--- src/rtl/vscale_pc_redirect_ctrl_pkg.sv ---
// rtl/vscale_pc_redirect_ctrl_pkg.sv - PC mux selector encodings, controller state encoding and helpers
//
// Shared definitions for the pre-IF PC redirect controller:
//   PC_SRC_SEL_WIDTH / PC_* : source select values driven to the PC mux
//   PRC_STATE_WIDTH / PRC_* : redirect controller state encoding
//   redirect_req_t          : result of the redirect priority encoder
//   is_jump_target()        : selections whose target may be misaligned
package vscale_pc_redirect_ctrl_pkg;

    localparam int PC_SRC_SEL_WIDTH = 3;

    typedef logic [PC_SRC_SEL_WIDTH-1:0] pc_src_sel_t;

    localparam pc_src_sel_t PC_JAL_TARGET    = 3'd0;
    localparam pc_src_sel_t PC_BRANCH_TARGET = 3'd1;
    localparam pc_src_sel_t PC_REPLAY        = 3'd2;
    localparam pc_src_sel_t PC_HANDLER       = 3'd3;
    localparam pc_src_sel_t PC_EPC           = 3'd4;
    localparam pc_src_sel_t PC_PLUS_FOUR     = 3'd5;
    localparam pc_src_sel_t PC_JALR_TARGET   = 3'd6;

    localparam int PRC_STATE_WIDTH = 2;

    typedef enum logic [PRC_STATE_WIDTH-1:0] {
        PRC_RUN      = 2'd0,
        PRC_HOLD     = 2'd1,
        PRC_MISALIGN = 2'd2
    } prc_state_e;

    typedef struct packed {
        logic        valid;
        pc_src_sel_t sel;
    } redirect_req_t;

    // Only computed jump/branch targets can come out of the mux misaligned;
    // handler, EPC, replay and sequential PCs are aligned by construction.
    function automatic logic is_jump_target(input pc_src_sel_t sel);
        return (sel == PC_JAL_TARGET) || (sel == PC_JALR_TARGET) ||
               (sel == PC_BRANCH_TARGET);
    endfunction

endpackage

--- src/rtl/vscale_pc_redirect_ctrl.sv ---
// rtl/vscale_pc_redirect_ctrl.sv - pre-IF PC mux sequencing, redirect hold, misaligned-fetch trap and kills
//
// Ports:
//   clk, reset          : clock, synchronous active-high reset
//   stall_IF            : imem not ready, PC_IF and DX hold
//   trap_req, eret_req  : trap entry / trap return requests
//   jalr_DX, jal_DX     : jumps resolved in DX
//   branch_taken_DX     : taken branch resolved in DX
//   misaligned_fetch    : PC mux candidate target has nonzero [1:0]
//   PC_src_sel          : source select to the PC mux
//   kill_IF, kill_DX    : squash the instruction entering / in DX
//   misaligned_exc      : one-cycle misaligned-fetch exception to the CSR file
//   redirect_pending    : a redirect is held waiting for the stall to clear
//   redirect_count      : wrapping count of accepted non-sequential redirects
module vscale_pc_redirect_ctrl
    import vscale_pc_redirect_ctrl_pkg::*;
#(
    parameter int CNT_WIDTH = 32
) (
    input  logic                        clk,
    input  logic                        reset,
    input  logic                        stall_IF,
    input  logic                        trap_req,
    input  logic                        eret_req,
    input  logic                        jalr_DX,
    input  logic                        jal_DX,
    input  logic                        branch_taken_DX,
    input  logic                        misaligned_fetch,
    output logic [PC_SRC_SEL_WIDTH-1:0] PC_src_sel,
    output logic                        kill_IF,
    output logic                        kill_DX,
    output logic                        misaligned_exc,
    output logic                        redirect_pending,
    output logic [CNT_WIDTH-1:0]        redirect_count
);

    prc_state_e           state_q, state_d;
    pc_src_sel_t          held_sel_q, held_sel_d;
    logic [CNT_WIDTH-1:0] count_q, count_d;

    redirect_req_t req;
    logic          eff_valid;
    pc_src_sel_t   eff_sel;

    function automatic redirect_req_t prio_encode(
        input logic trap,
        input logic eret,
        input logic jalr,
        input logic jal,
        input logic branch
    );
        redirect_req_t r;
        r.valid = 1'b1;
        if (trap)        r.sel = PC_HANDLER;
        else if (eret)   r.sel = PC_EPC;
        else if (jalr)   r.sel = PC_JALR_TARGET;
        else if (jal)    r.sel = PC_JAL_TARGET;
        else if (branch) r.sel = PC_BRANCH_TARGET;
        else begin
            r.valid = 1'b0;
            r.sel   = PC_PLUS_FOUR;
        end
        return r;
    endfunction

    always_comb begin
        req = prio_encode(trap_req, eret_req, jalr_DX, jal_DX, branch_taken_DX);

        // DX is frozen while holding, so only a trap can displace the held target.
        if (state_q == PRC_HOLD) begin
            eff_valid = 1'b1;
            eff_sel   = trap_req ? PC_HANDLER : held_sel_q;
        end else begin
            eff_valid = req.valid;
            eff_sel   = req.sel;
        end

        state_d          = PRC_RUN;
        held_sel_d       = held_sel_q;
        count_d          = count_q;
        PC_src_sel       = PC_PLUS_FOUR;
        kill_IF          = 1'b0;
        kill_DX          = 1'b0;
        misaligned_exc   = 1'b0;
        redirect_pending = 1'b0;

        if (state_q == PRC_MISALIGN) begin
            // The exception is reported exactly once here; a stall only
            // defers the handler redirect itself, which is counted on release.
            PC_src_sel     = PC_HANDLER;
            kill_IF        = 1'b1;
            kill_DX        = 1'b1;
            misaligned_exc = 1'b1;
            if (stall_IF) begin
                state_d    = PRC_HOLD;
                held_sel_d = PC_HANDLER;
            end else begin
                count_d = count_q + CNT_WIDTH'(1);
            end
        end else begin
            redirect_pending = (state_q == PRC_HOLD);
            if (!eff_valid) begin
                PC_src_sel = stall_IF ? PC_REPLAY : PC_PLUS_FOUR;
            end else begin
                PC_src_sel = eff_sel;
                if (stall_IF) begin
                    state_d    = PRC_HOLD;
                    held_sel_d = eff_sel;
                end else if (misaligned_fetch && is_jump_target(eff_sel)) begin
                    // Mux falls back to PC_IF this cycle; the handler redirect
                    // is issued (and counted) from MISALIGN.
                    kill_IF = 1'b1;
                    state_d = PRC_MISALIGN;
                end else begin
                    kill_IF = 1'b1;
                    kill_DX = (eff_sel == PC_HANDLER) || (eff_sel == PC_EPC);
                    count_d = count_q + CNT_WIDTH'(1);
                end
            end
        end

        if (reset) begin
            PC_src_sel       = PC_PLUS_FOUR;
            kill_IF          = 1'b1;
            kill_DX          = 1'b1;
            misaligned_exc   = 1'b0;
            redirect_pending = 1'b0;
        end
    end

    always_ff @(posedge clk) begin
        if (reset) begin
            state_q    <= PRC_RUN;
            held_sel_q <= PC_PLUS_FOUR;
            count_q    <= '0;
        end else begin
            state_q    <= state_d;
            held_sel_q <= held_sel_d;
            count_q    <= count_d;
        end
    end

    assign redirect_count = count_q;

endmodule

--- config.mk ---
export PLATFORM = sky130hd
export DESIGN_NAME = vscale_pc_redirect_ctrl
export DESIGN_NICKNAME = d
export VERILOG_FILES = /design/src/rtl/vscale_pc_redirect_ctrl_pkg.sv /design/src/rtl/vscale_pc_redirect_ctrl.sv
export SDC_FILE = /design/constraint.sdc
export NUM_CORES = 1
export LEC_CHECK = 0
export ABC_AREA = 1
export BUFFER_PORTS_ARGS = -buffer_cell sky130_fd_sc_hd__buf_2
export CORE_ASPECT_RATIO = 0.5
export CORE_MARGIN = 3
export CORE_UTILIZATION = 60
export DETAILED_ROUTE_END_ITERATION = 10
export PLACE_DENSITY_LB_ADDON = 0.1
export SYNTH_ARGS = -nofsm -noshare
export SYNTH_HDL_FRONTEND = slang
export SYNTH_SLANG_ARGS = --single-unit
--- constraint.sdc ---
create_clock -name clk -period 3.6 [get_ports clk]
set_input_delay 0.72 -clock clk [delete_from_list [all_inputs] [get_ports clk]]
set_output_delay 0.72 -clock clk [all_outputs]
set_load 0.05 [all_outputs]
---- After elaboration in Yosys (flattened, before gate mapping) ----
Cells that the tools add are included.
word-level totals
  input bits .............................. 9
  register bits after elaboration ......... 37
  memory bits (writable) .................. 0
  ROM bits ................................ 0
  memories kept ........................... 0
  bits in latches ......................... 0
  output and inout bits ................... 39
  word-level logic and storage cells ...... 67
operators by class
  bitwise logic cells ..................... 0
  shift-type cells ........................ 0
  multipliers ............................. 0
  divide/modulo/power cells ............... 0
  order comparisons ....................... 0
  eq/ne operators ......................... 11
  multiplexer cells ....................... 44
  reductions and logical operators ........ 8
  $add $sub $neg .......................... 1
operators with widths
  kind                                                  count
  2-to-1 mux 32 bit                                     5
  2-to-1 mux 3 bit                                      15
  adder 32 x 1 -> 32 bit (second input constant)        1
  2-to-1 mux 1 bit                                      20
  inequality test 2 bit (second input constant)         5
  2-to-1 mux 2 bit                                      4
  equality test 3 bit (second input constant)           2
  AND reduction 4 bit                                   1
  equality test 3 x 1 -> 1 bit (second input constant)  1
  equality test 3 x 2 -> 1 bit (second input constant)  1
  logical NOT 3 bit                                     1
  logical OR 1 bit                                      3
  AND reduction 3 bit                                   1
  equality test 2 x 1 -> 1 bit (second input constant)  1
  equality test 2 bit (second input constant)           1
  nonzero test 2 bit                                    1
  logical AND 1 bit                                     1

---- Logic depth before layout (Yosys ltp) ----
Gate-level depths: netlist of run 1.
  word-level depth ........................ 15
  depth in mapped cells ................... 13

---- Worst setup path before layout of run 1 ----
Ideal clock, no wire load.
  path type ............................... input to output
  start point ............................. input port branch_taken_DX
  end point ............................... output port PC_src_sel[1]
  required time ........................... 2880 ps
  path slack .............................. 645 ps
  data arrival time ....................... 2235 ps
  path buffers ............................ 0
  cell stages on the path ................. 6
  path through ............................ or2_1 nor3_2 inv_1 nor2_1 inv_1 a21oi_1
on the way
  word-level cells in the longest chain between the ends .. 9
RTL lines
  element           line                            RTL
  from (decl)       vscale_pc_redirect_ctrl.sv:27   input logic branch_taken_DX,
  2-to-1 mux 1 bit  vscale_pc_redirect_ctrl.sv:58   else if (branch) r.sel = PC_BRANCH_TARGET;
  2-to-1 mux 1 bit  vscale_pc_redirect_ctrl.sv:57   else if (jal) r.sel = PC_JAL_TARGET;
  2-to-1 mux 1 bit  vscale_pc_redirect_ctrl.sv:56   else if (jalr) r.sel = PC_JALR_TARGET;
  2-to-1 mux 1 bit  vscale_pc_redirect_ctrl.sv:55   else if (eret) r.sel = PC_EPC;
  2-to-1 mux 1 bit  vscale_pc_redirect_ctrl.sv:54   if (trap) r.sel = PC_HANDLER;
  2-to-1 mux 1 bit  vscale_pc_redirect_ctrl.sv:70   if (state_q == PRC_HOLD) begin
  2-to-1 mux 3 bit  vscale_pc_redirect_ctrl.sv:102  if (!eff_valid) begin
  2-to-1 mux 3 bit  vscale_pc_redirect_ctrl.sv:87   if (state_q == PRC_MISALIGN) begin
  2-to-1 mux 3 bit  vscale_pc_redirect_ctrl.sv:122  if (reset) begin
  to (decl)         vscale_pc_redirect_ctrl.sv:29   output logic [PC_SRC_SEL_WIDTH-1:0] PC_src_sel,
No other way between the ends.

---- Worst setup path after layout of run 1 ----
Ends and elaborated chain as after synthesis.

==> results.yml, run 1 <==
power_and_ir_drop:
  power.density_nw_per_um2: 298
  leakagePower_nw: 1.15
  peakVddDrop_mv: 0.165
  finalPower_mw: 0.826
worst_setup_path:
  max_stage_delay_ps: 330
  path_buf_inv: 4
  cpMaxStageDelayCell: "nor3_2"
  cp_max_fo: 3
  crit_family: "simple AND/OR/NAND/NOR gates"
  worst_ep_arrival_time_ps: 2100
  critPathCaptureType: "output port"
  required_ps: 2880
  path_class: "in2out"
  startpoint_type: "primary input"
  path_cells: "buf_2 > or2_1 > nor3_2 > inv_1 > nor2_1 > inv_1 > a21oi_1 > buf_2"
cts:
  cts_tree: "yes"
  ctsLongestPathBuffers: 2
  worst_skew_pair.late_latency_ps: 290
  numCtsBuffers: 5
  cts_hold_buf: 0
  post_cts_buffers: 0
  cts-htree-levels: 2
  cts_sinks: 37
  cts_root_buf: "clkbuf_8"
  clk_pin_slew_ps: 70
  cts.repair.resized: 0
global_routing:
  grt-ovfl-total: 0
  antenna_found_initial: 0
  grt_pass1_vias: 2296
  grt_pass1_wl_mm: 10.7
  grt_start_max_net_pins: 34
  grtUsageTotal: 0.266
die:
  num_io_pins: 48
  dieArea_um2: 5000
  num_rows: 15
  core_region_area_um2: 3700
  fp.dieW_um: 97.1
  initial_core_util: 0.673
  dieHeight_um: 51.5
drt:
  drt-total-wl_mm: 6.45
  routed-via-count: 2533
  viasPerCell: 5.44
  drt_iter0_drc: 211
  antenna_left: 0
  wl_per_cell_um: 13.8
  drc: 0
  dr.pass1.iters: 4
finish:
  n_fill_cell: 313
  final_cell_mix: "nand2_1 (90), buf_2 (47), nor2_1 (40), nand3_1 (40), dfxtp_1 (37)"
  stdcell_area_um2: 2770
  layout_commonest_cell: "nand2_1"
  drive_gt1_frac: 0.212
  synthToLayoutAreaGrowth_pct: 11.3
  layout.nets: 425
  antenna_cells: 0
synth:
  synthesis.nets: 383
  syn_avg_cell_area_um2: 6.67
  yosysUniqueCellTypes: 30
  ys_ff_latch: 37
  synth_cells: 373
  yosys_warnings: 0
  ys_seq_area_frac: 0.298
  syn-cell-area_um2: 2490
sta:
  fin_crit_sh: 0.783
  final.setup.tns_ps: 0
  period_minus_slack_ps: 2820
  setup_viol: 0
  skew_ps: 8.05
  final_hold_viol_count: 0
  relSlewSlack: 0.575
  fmax_mhz: 355
  maxSlewViolCount: 0
  tightest_slew_ps: 636
  rsz0062_at_grt: "false"
place:
  portBuffers: 47
  post_dp_cell_area_um2: 2680
  post-dp-hpwl_mm: 4.81
  place_congestion: 0.974
flow_run:
  drv_cap: 0
run_status:
  status: "complete, no violations"
hold_path:
  hold_class: "reg2reg"
==> per-layer routing <==
| metal | routed length, µm | vias up | GRT usage |
|---|---|---|---|
| met5 | 0 | - | 0 |
| met2 | 2790 | 116 | 0.447 |
| met1 | 2970 | 1128 | 0.340 |
| met4 | 62 | 0 | 0.0583 |
| met3 | 626 | 10 | 0.0857 |
| li1 | - | 1279 | - |
==> cells in the mapped netlist <==
master	count	area [µm²]
nand2_2	15	93.8
o22ai_1	1	6.26
inv_2	1	3.75
nor3_1	12	60.1
nand3_2	5	50.1
ha_1	1	12.5
a21oi_2	3	26.3
nor2_4	1	11.3
xor2_1	16	140
nand3b_1	2	15.0
clkbuf_1	4	15.0
buf_4	1	7.51
nor3_2	3	30.0
xnor2_1	12	105
a21oi_1	33	165
buf_8	4	60.1
nand3_1	40	200
o21ai_0	4	20.0
nand2_4	2	22.5
nand2_1	90	338
dfxtp_1	37	741
inv_1	31	116
clkinv_1	1	3.75
o211ai_1	1	7.51
or2_1	1	6.26
nor2_1	40	150
nand4_1	4	25.0
buf_2	3	15.0
nor2_2	3	18.8
buf_6	2	22.5
==> metrics by stage <==
stage	hold WS (ps)	utilization	cells	setup slack [ps]
floorplan	429	-	373	645
global placement	450	0.726	459	895
detailed placement	453	0.726	459	797
CTS	463	0.749	466	790
global route	488	0.749	466	699
finish	461	0.749	466	781
==> logic make-up after synthesis <==
family          share of synthesized area
simple gates                        0.410
buf+inv                            0.0980
compound gates                     0.0905
flops                               0.298
xor+xnor                           0.0985
fa+ha+maj                         0.00503
==> path summary, 6_finish.rpt <==
kind / startpoint / to / depth (start not counted) / slack (ps)
hold / removal: held_sel_q[2]$_SDFFE_PP1P_ / held_sel_q[2]$_SDFFE_PP1P_ / 2 / 460
hold reg to reg: held_sel_q[2]$_SDFFE_PP1P_ / held_sel_q[2]$_SDFFE_PP1P_ / 2 / 460
setup reg to reg: state_q[0]$_SDFF_PP0_ / redirect_count[26]$_SDFFE_PP0P_ / 11 / 1560
setup / recovery: branch_taken_DX / PC_src_sel[1] / 8 / 780
==> sequential cells by signal, summed over array words and instances (netlist names) <==
name	count
redirect_count	32
held_sel_q	3
state_q	2
==> final cells by class <==
type                       instances  area, µm²  area share
clock buffer                       7       86.3      0.0312
inverter                          33        124      0.0447
multi-input combinational        289       1500       0.543
sequential                        37        741       0.268
tap                               51       63.8      0.0230
timing repair buffer              49        250      0.0904
==> worst min-delay path: cells and delay by family, from the launching register on <==
family                 cells  cell delay, ps
AO/OA/AOI/OAI              1              60
buffers and inverters      1              60
flip-flops                 1             300
==> power by group <==
group	switching (mW)	leakage [nW]	internal [mW]	total, mW
logic	0.0845	0.802	0.0256	0.110
registers	0.00519	0.299	0.415	0.420
clock network	0.143	0.0443	0.152	0.295
total	0.233	1.15	0.593	0.826
No activity file was read; power rests on OpenSTA's default activity.
==> inputs of run 2 (changes only) <==
- CORE_UTILIZATION: 60 -> 56
- clock period: 3.6 -> 2.9 ns (I/O delays scaled with it)
==> run 2 against run 1 <==
Die area rose by 6.5%. Clock skew fell by 2.9 ps. Cell count is 0.86% higher. Utilization is 6.8 points lower. Register-to-register slack worse by 580 ps. Sequential share of layout area decreased by 0.11 points.
==> results.yml, run 2 (same netlist as run 1, synthesis figures left out) <==
run_status:
  status: "complete, no violations"
worst_setup_path:
  rr_worst_depth: 6
  r2r_slack_ps: 980
  critPathCaptureType: "output port"
  timing.rr.start: "state_q[1]$_SDFF_PP0_"
  cp_max_fo: 3
  r2r_end: "redirect_count[6]$_SDFFE_PP0P_"
  startpoint_type: "primary input"
  path_class: "in2out"
  required_ps: 2320
  worst_ep_arrival_time_ps: 1940
sta:
  fin_hold_ws_ps: 463
  final.setup.tns_ps: 0
  period_minus_slack_ps: 2520
  maxSlewViolCount: 0
  relSlewSlack: 0.629
  setup_viol: 0
  fin_crit_sh: 0.869
  skew_ps: 5.12
  tightest_slew_ps: 554
  rsz0062_at_grt: "false"
  final_hold_viol_count: 0
  fmax_mhz: 397
cts:
  worst_skew_pair.late_latency_ps: 290
  numCtsBuffers: 5
  cts-htree-levels: 2
  cts.repair.resized: 0
  ctsLongestPathBuffers: 2
  cts_sinks: 37
  cts_hold_buf: 0
  post_cts_buffers: 0
  cts_root_buf: "clkbuf_8"
  clk_pin_slew_ps: 70
  cts_tree: "yes"
drt:
  drt_iter0_drc: 111
  drc: 0
  viasPerCell: 5.35
  drt-total-wl_mm: 6.29
  wl_met2_mm: 2.65
  antenna_left: 0
  wl_per_cell_um: 13.4
  met1_length_mm: 3.09
  routed-via-count: 2514
  dr.pass1.iters: 4
  met3_length_um: 476
  top_layer: "met4"
power_and_ir_drop:
  peakVddDrop_mv: 0.225
  finalPower_mw: 1.03
  power.density_nw_per_um2: 369
  leakagePower_nw: 1.15
global_routing:
  grt_pass1_vias: 2328
  grt_start_max_net_pins: 33
  antenna_found_initial: 0
  grt_pass1_wl_mm: 10.4
  grtUsageTotal: 0.250
  grt-ovfl-total: 0
finish:
  n_fill_cell: 388
  drive_gt1_frac: 0.214
  largest_reg_flops: 32
  layout.nets: 426
  synthToLayoutAreaGrowth_pct: 11.7
  antenna_cells: 0
  final_cell_mix: "nand2_1 (90), buf_2 (47), nor2_1 (40), nand3_1 (40), dfxtp_1 (37)"
  seq_area_um2: 741
  layout_commonest_cell: "nand2_1"
  multi_input_area_um2: 1500
hold_path:
  holdPathEnd: "held_sel_q[2]$_SDFFE_PP1P_"
  hp-start: "held_sel_q[2]$_SDFFE_PP1P_"
  hold_class: "reg2reg"
  min_path_cells: 2
place:
  place_congestion: 0.990
  portBuffers: 47
  post-dp-hpwl_mm: 4.82
die:
  fp.dieW_um: 100
  num_io_pins: 48
  dieArea_um2: 5330
  num_rows: 16
  core_region_area_um2: 4080
  dieHeight_um: 53.1
  initial_core_util: 0.609
flow_run:
  drv_cap: 0
==> run 2: cell types whose count changed in the layout (fill, tap and decap cells not counted) <==
cell,before,now
buf_4,2,3
==> run 2: layout make-up <==
cell class,instances,area share
Timing Repair Buffer,50,0.0927
Inverter,33,0.0446
Clock buffer,7,0.0311
Tap cell,54,0.0243
Multi-Input combinational cell,289,0.541
Sequential cell,37,0.266
==> run 2: worst max path at each step <==
stage / to / slack, ps / from / cells past startpoint
floorplan: PC_src_sel[1] / 220 / branch_taken_DX / 6
global placement: PC_src_sel[1] / 480 / branch_taken_DX / 8
detailed placement: PC_src_sel[1] / 420 / branch_taken_DX / 8
CTS: PC_src_sel[1] / 410 / branch_taken_DX / 8
global route: PC_src_sel[1] / 320 / jalr_DX / 9
finish: PC_src_sel[1] / 380 / branch_taken_DX / 8
==> run 2: layer usage <==
metal | vias to the layer above | global-route usage
met5 | - | 0
met4 | 0 | 0.0604
met3 | 12 | 0.0697
met2 | 88 | 0.411
met1 | 1133 | 0.328
li1 | 1281 | -
==> run 2: report_power, final <==
group,internal (mW),switching [mW],total (mW)
registers,0.515,0.00627,0.521
clock network,0.189,0.178,0.367
logic,0.0333,0.106,0.139
total,0.737,0.290,1.03
==> run 2: critical path: stages <==
cell and delay, ps:
buf_2 90, or2_1 270, nor3_2 330, inv_1 90, nor2_1 130, inv_1 70, a21oi_1 110, buf_2 280
==> run 2: per-stage QoR <==
step,instance area [µm²],util,setup slack [ps],cells
floorplan,2490,-,225,373
global placement,2690,0.660,480,463
detailed placement,2690,0.660,415,463
CTS,2780,0.681,408,470
global route,2780,0.681,319,470
finish,2780,0.681,381,470
==> inputs of run 3 (changes only) <==
- CORE_UTILIZATION: 56 -> 57
- CTS_BUF_LIST: not set -> sky130_fd_sc_hd__clkbuf_2 sky130_fd_sc_hd__clkbuf_4 sky130_fd_sc_hd__clkbuf_8
==> run 3 against run 2 <==
Sequential share of layout area about the same. Combinational power about the same. Non-clock buffer count decreased by 1. Cell count unchanged. Sequential cell count unchanged. Highest routed layer unchanged.
==> results.yml, run 3 (same netlist as run 1, synthesis figures left out) <==
die:
  core_region_area_um2: 4040
  fp.dieW_um: 99.4
  initial_core_util: 0.615
  num_io_pins: 48
  num_rows: 16
  dieHeight_um: 52.7
  dieArea_um2: 5240
global_routing:
  antenna_found_initial: 0
  grtUsageTotal: 0.257
  grt_pass1_vias: 2277
  grt_start_max_net_pins: 34
  grt-ovfl-total: 0
  grt_pass1_wl_mm: 10.6
finish:
  final_cell_mix: "nand2_1 (90), buf_2 (47), nor2_1 (40), nand3_1 (40), dfxtp_1 (37)"
  synthToLayoutAreaGrowth_pct: 11.6
  drive_gt1_frac: 0.216
  largest_reg_flops: 32
  layout_commonest_cell: "nand2_1"
  antenna_cells: 0
  layout.nets: 425
drt:
  drc: 0
  dr.pass1.iters: 7
  antenna_left: 0
  routed-via-count: 2509
  viasPerCell: 5.34
  drt_iter0_drc: 137
  drt-total-wl_mm: 6.35
  wl_per_cell_um: 13.5
worst_setup_path:
  cpMaxStageDelayCell: "nor3_2"
  cp_max_fo: 3
  critPathCaptureType: "output port"
  path_class: "in2out"
  path_buf_inv: 4
  crit_family: "simple AND/OR/NAND/NOR gates"
  path_cells: "buf_2 > or2_1 > nor3_2 > inv_1 > nor2_1 > inv_1 > a21oi_1 > buf_2"
  required_ps: 2320
  worst_ep_arrival_time_ps: 1910
  max_stage_delay_ps: 310
  startpoint_type: "primary input"
sta:
  tightest_slew_ps: 639
  maxSlewViolCount: 0
  setup_viol: 0
  rsz0062_at_grt: "false"
  fin_crit_sh: 0.859
  final_hold_viol_count: 0
  final.setup.tns_ps: 0
  period_minus_slack_ps: 2490
  skew_ps: 7.57
  fmax_mhz: 402
  relSlewSlack: 0.573
cts:
  cts_root_buf: "clkbuf_8"
  cts.repair.resized: 0
  numCtsBuffers: 5
  cts_tree: "yes"
  post_cts_buffers: 0
  worst_skew_pair.late_latency_ps: 290
  cts-htree-levels: 2
  ctsLongestPathBuffers: 2
  clk_pin_slew_ps: 60
  cts_sinks: 37
  cts_hold_buf: 0
flow_run:
  drv_cap: 0
power_and_ir_drop:
  power.density_nw_per_um2: 374
  peakVddDrop_mv: 0.256
  leakagePower_nw: 1.15
  finalPower_mw: 1.04
place:
  place_congestion: 1.00
  portBuffers: 47
  post-dp-hpwl_mm: 4.79
run_status:
  status: "complete, no violations"
hold_path:
  hold_class: "reg2reg"
[run 3: cell types whose count changed in the layout (fill, tap and decap cells not counted)]
cell,previous run,this run
buf_4,3,2
clkbuf_8,6,5
clkbuf_1,1,0
clkbuf_4,0,3
[run 3: layout make-up]
| class | count | area (µm²) |
|---|---|---|
| multi-input cells | 289 | 1500 |
| flip-flops and latches | 37 | 741 |
| well taps | 54 | 67.6 |
| inverters | 33 | 124 |
| repair buffers | 49 | 250 |
| clock buffers | 8 | 91.3 |
| fillers | 372 | 1270 |
[run 3: tightest hold or removal path: stages, from the launching register on]
cell	delay, ps
dfxtp_1	300
inv_1	60
a21oi_1	50
[run 3: metrics by stage]
step	cell area (µm²)	utilization	hold slack (ps)	setup slack (ps)	instances
2_1_floorplan	2490	-	429	225	373
3_3_place_gp	2690	0.664	448	486	462
3_5_place_dp	2690	0.664	449	408	462
4_1_cts	2780	0.687	459	403	470
5_1_grt	2780	0.687	501	336	470
6_report	2780	0.687	456	410	470
[run 3: power breakdown]
| group | switching, mW | leakage [nW] | total, mW | internal [mW] |
|---|---|---|---|---|
| combinational | 0.106 | 0.802 | 0.138 | 0.0319 |
| sequential | 0.00649 | 0.299 | 0.522 | 0.515 |
| clock | 0.181 | 0.0498 | 0.380 | 0.199 |
[run 3: worst paths after layout]
kind / start / endpoint / slack [ps] / cells past startpoint
max reg2reg: state_q[1]$_SDFF_PP0_ / redirect_count[26]$_SDFFE_PP0P_ / 860 / 10
min reg2reg: held_sel_q[2]$_SDFFE_PP1P_ / held_sel_q[2]$_SDFFE_PP1P_ / 460 / 2
min: held_sel_q[2]$_SDFFE_PP1P_ / held_sel_q[2]$_SDFFE_PP1P_ / 460 / 2
max: branch_taken_DX / PC_src_sel[1] / 410 / 8
[run 3: per-layer routing]
metal	vias up	wire [µm]	track usage
li1	1280	-	-
met1	1128	3070	0.337
met2	92	2710	0.433
met3	9	503	0.0531
met4	0	74	0.0703
met5	-	0	0
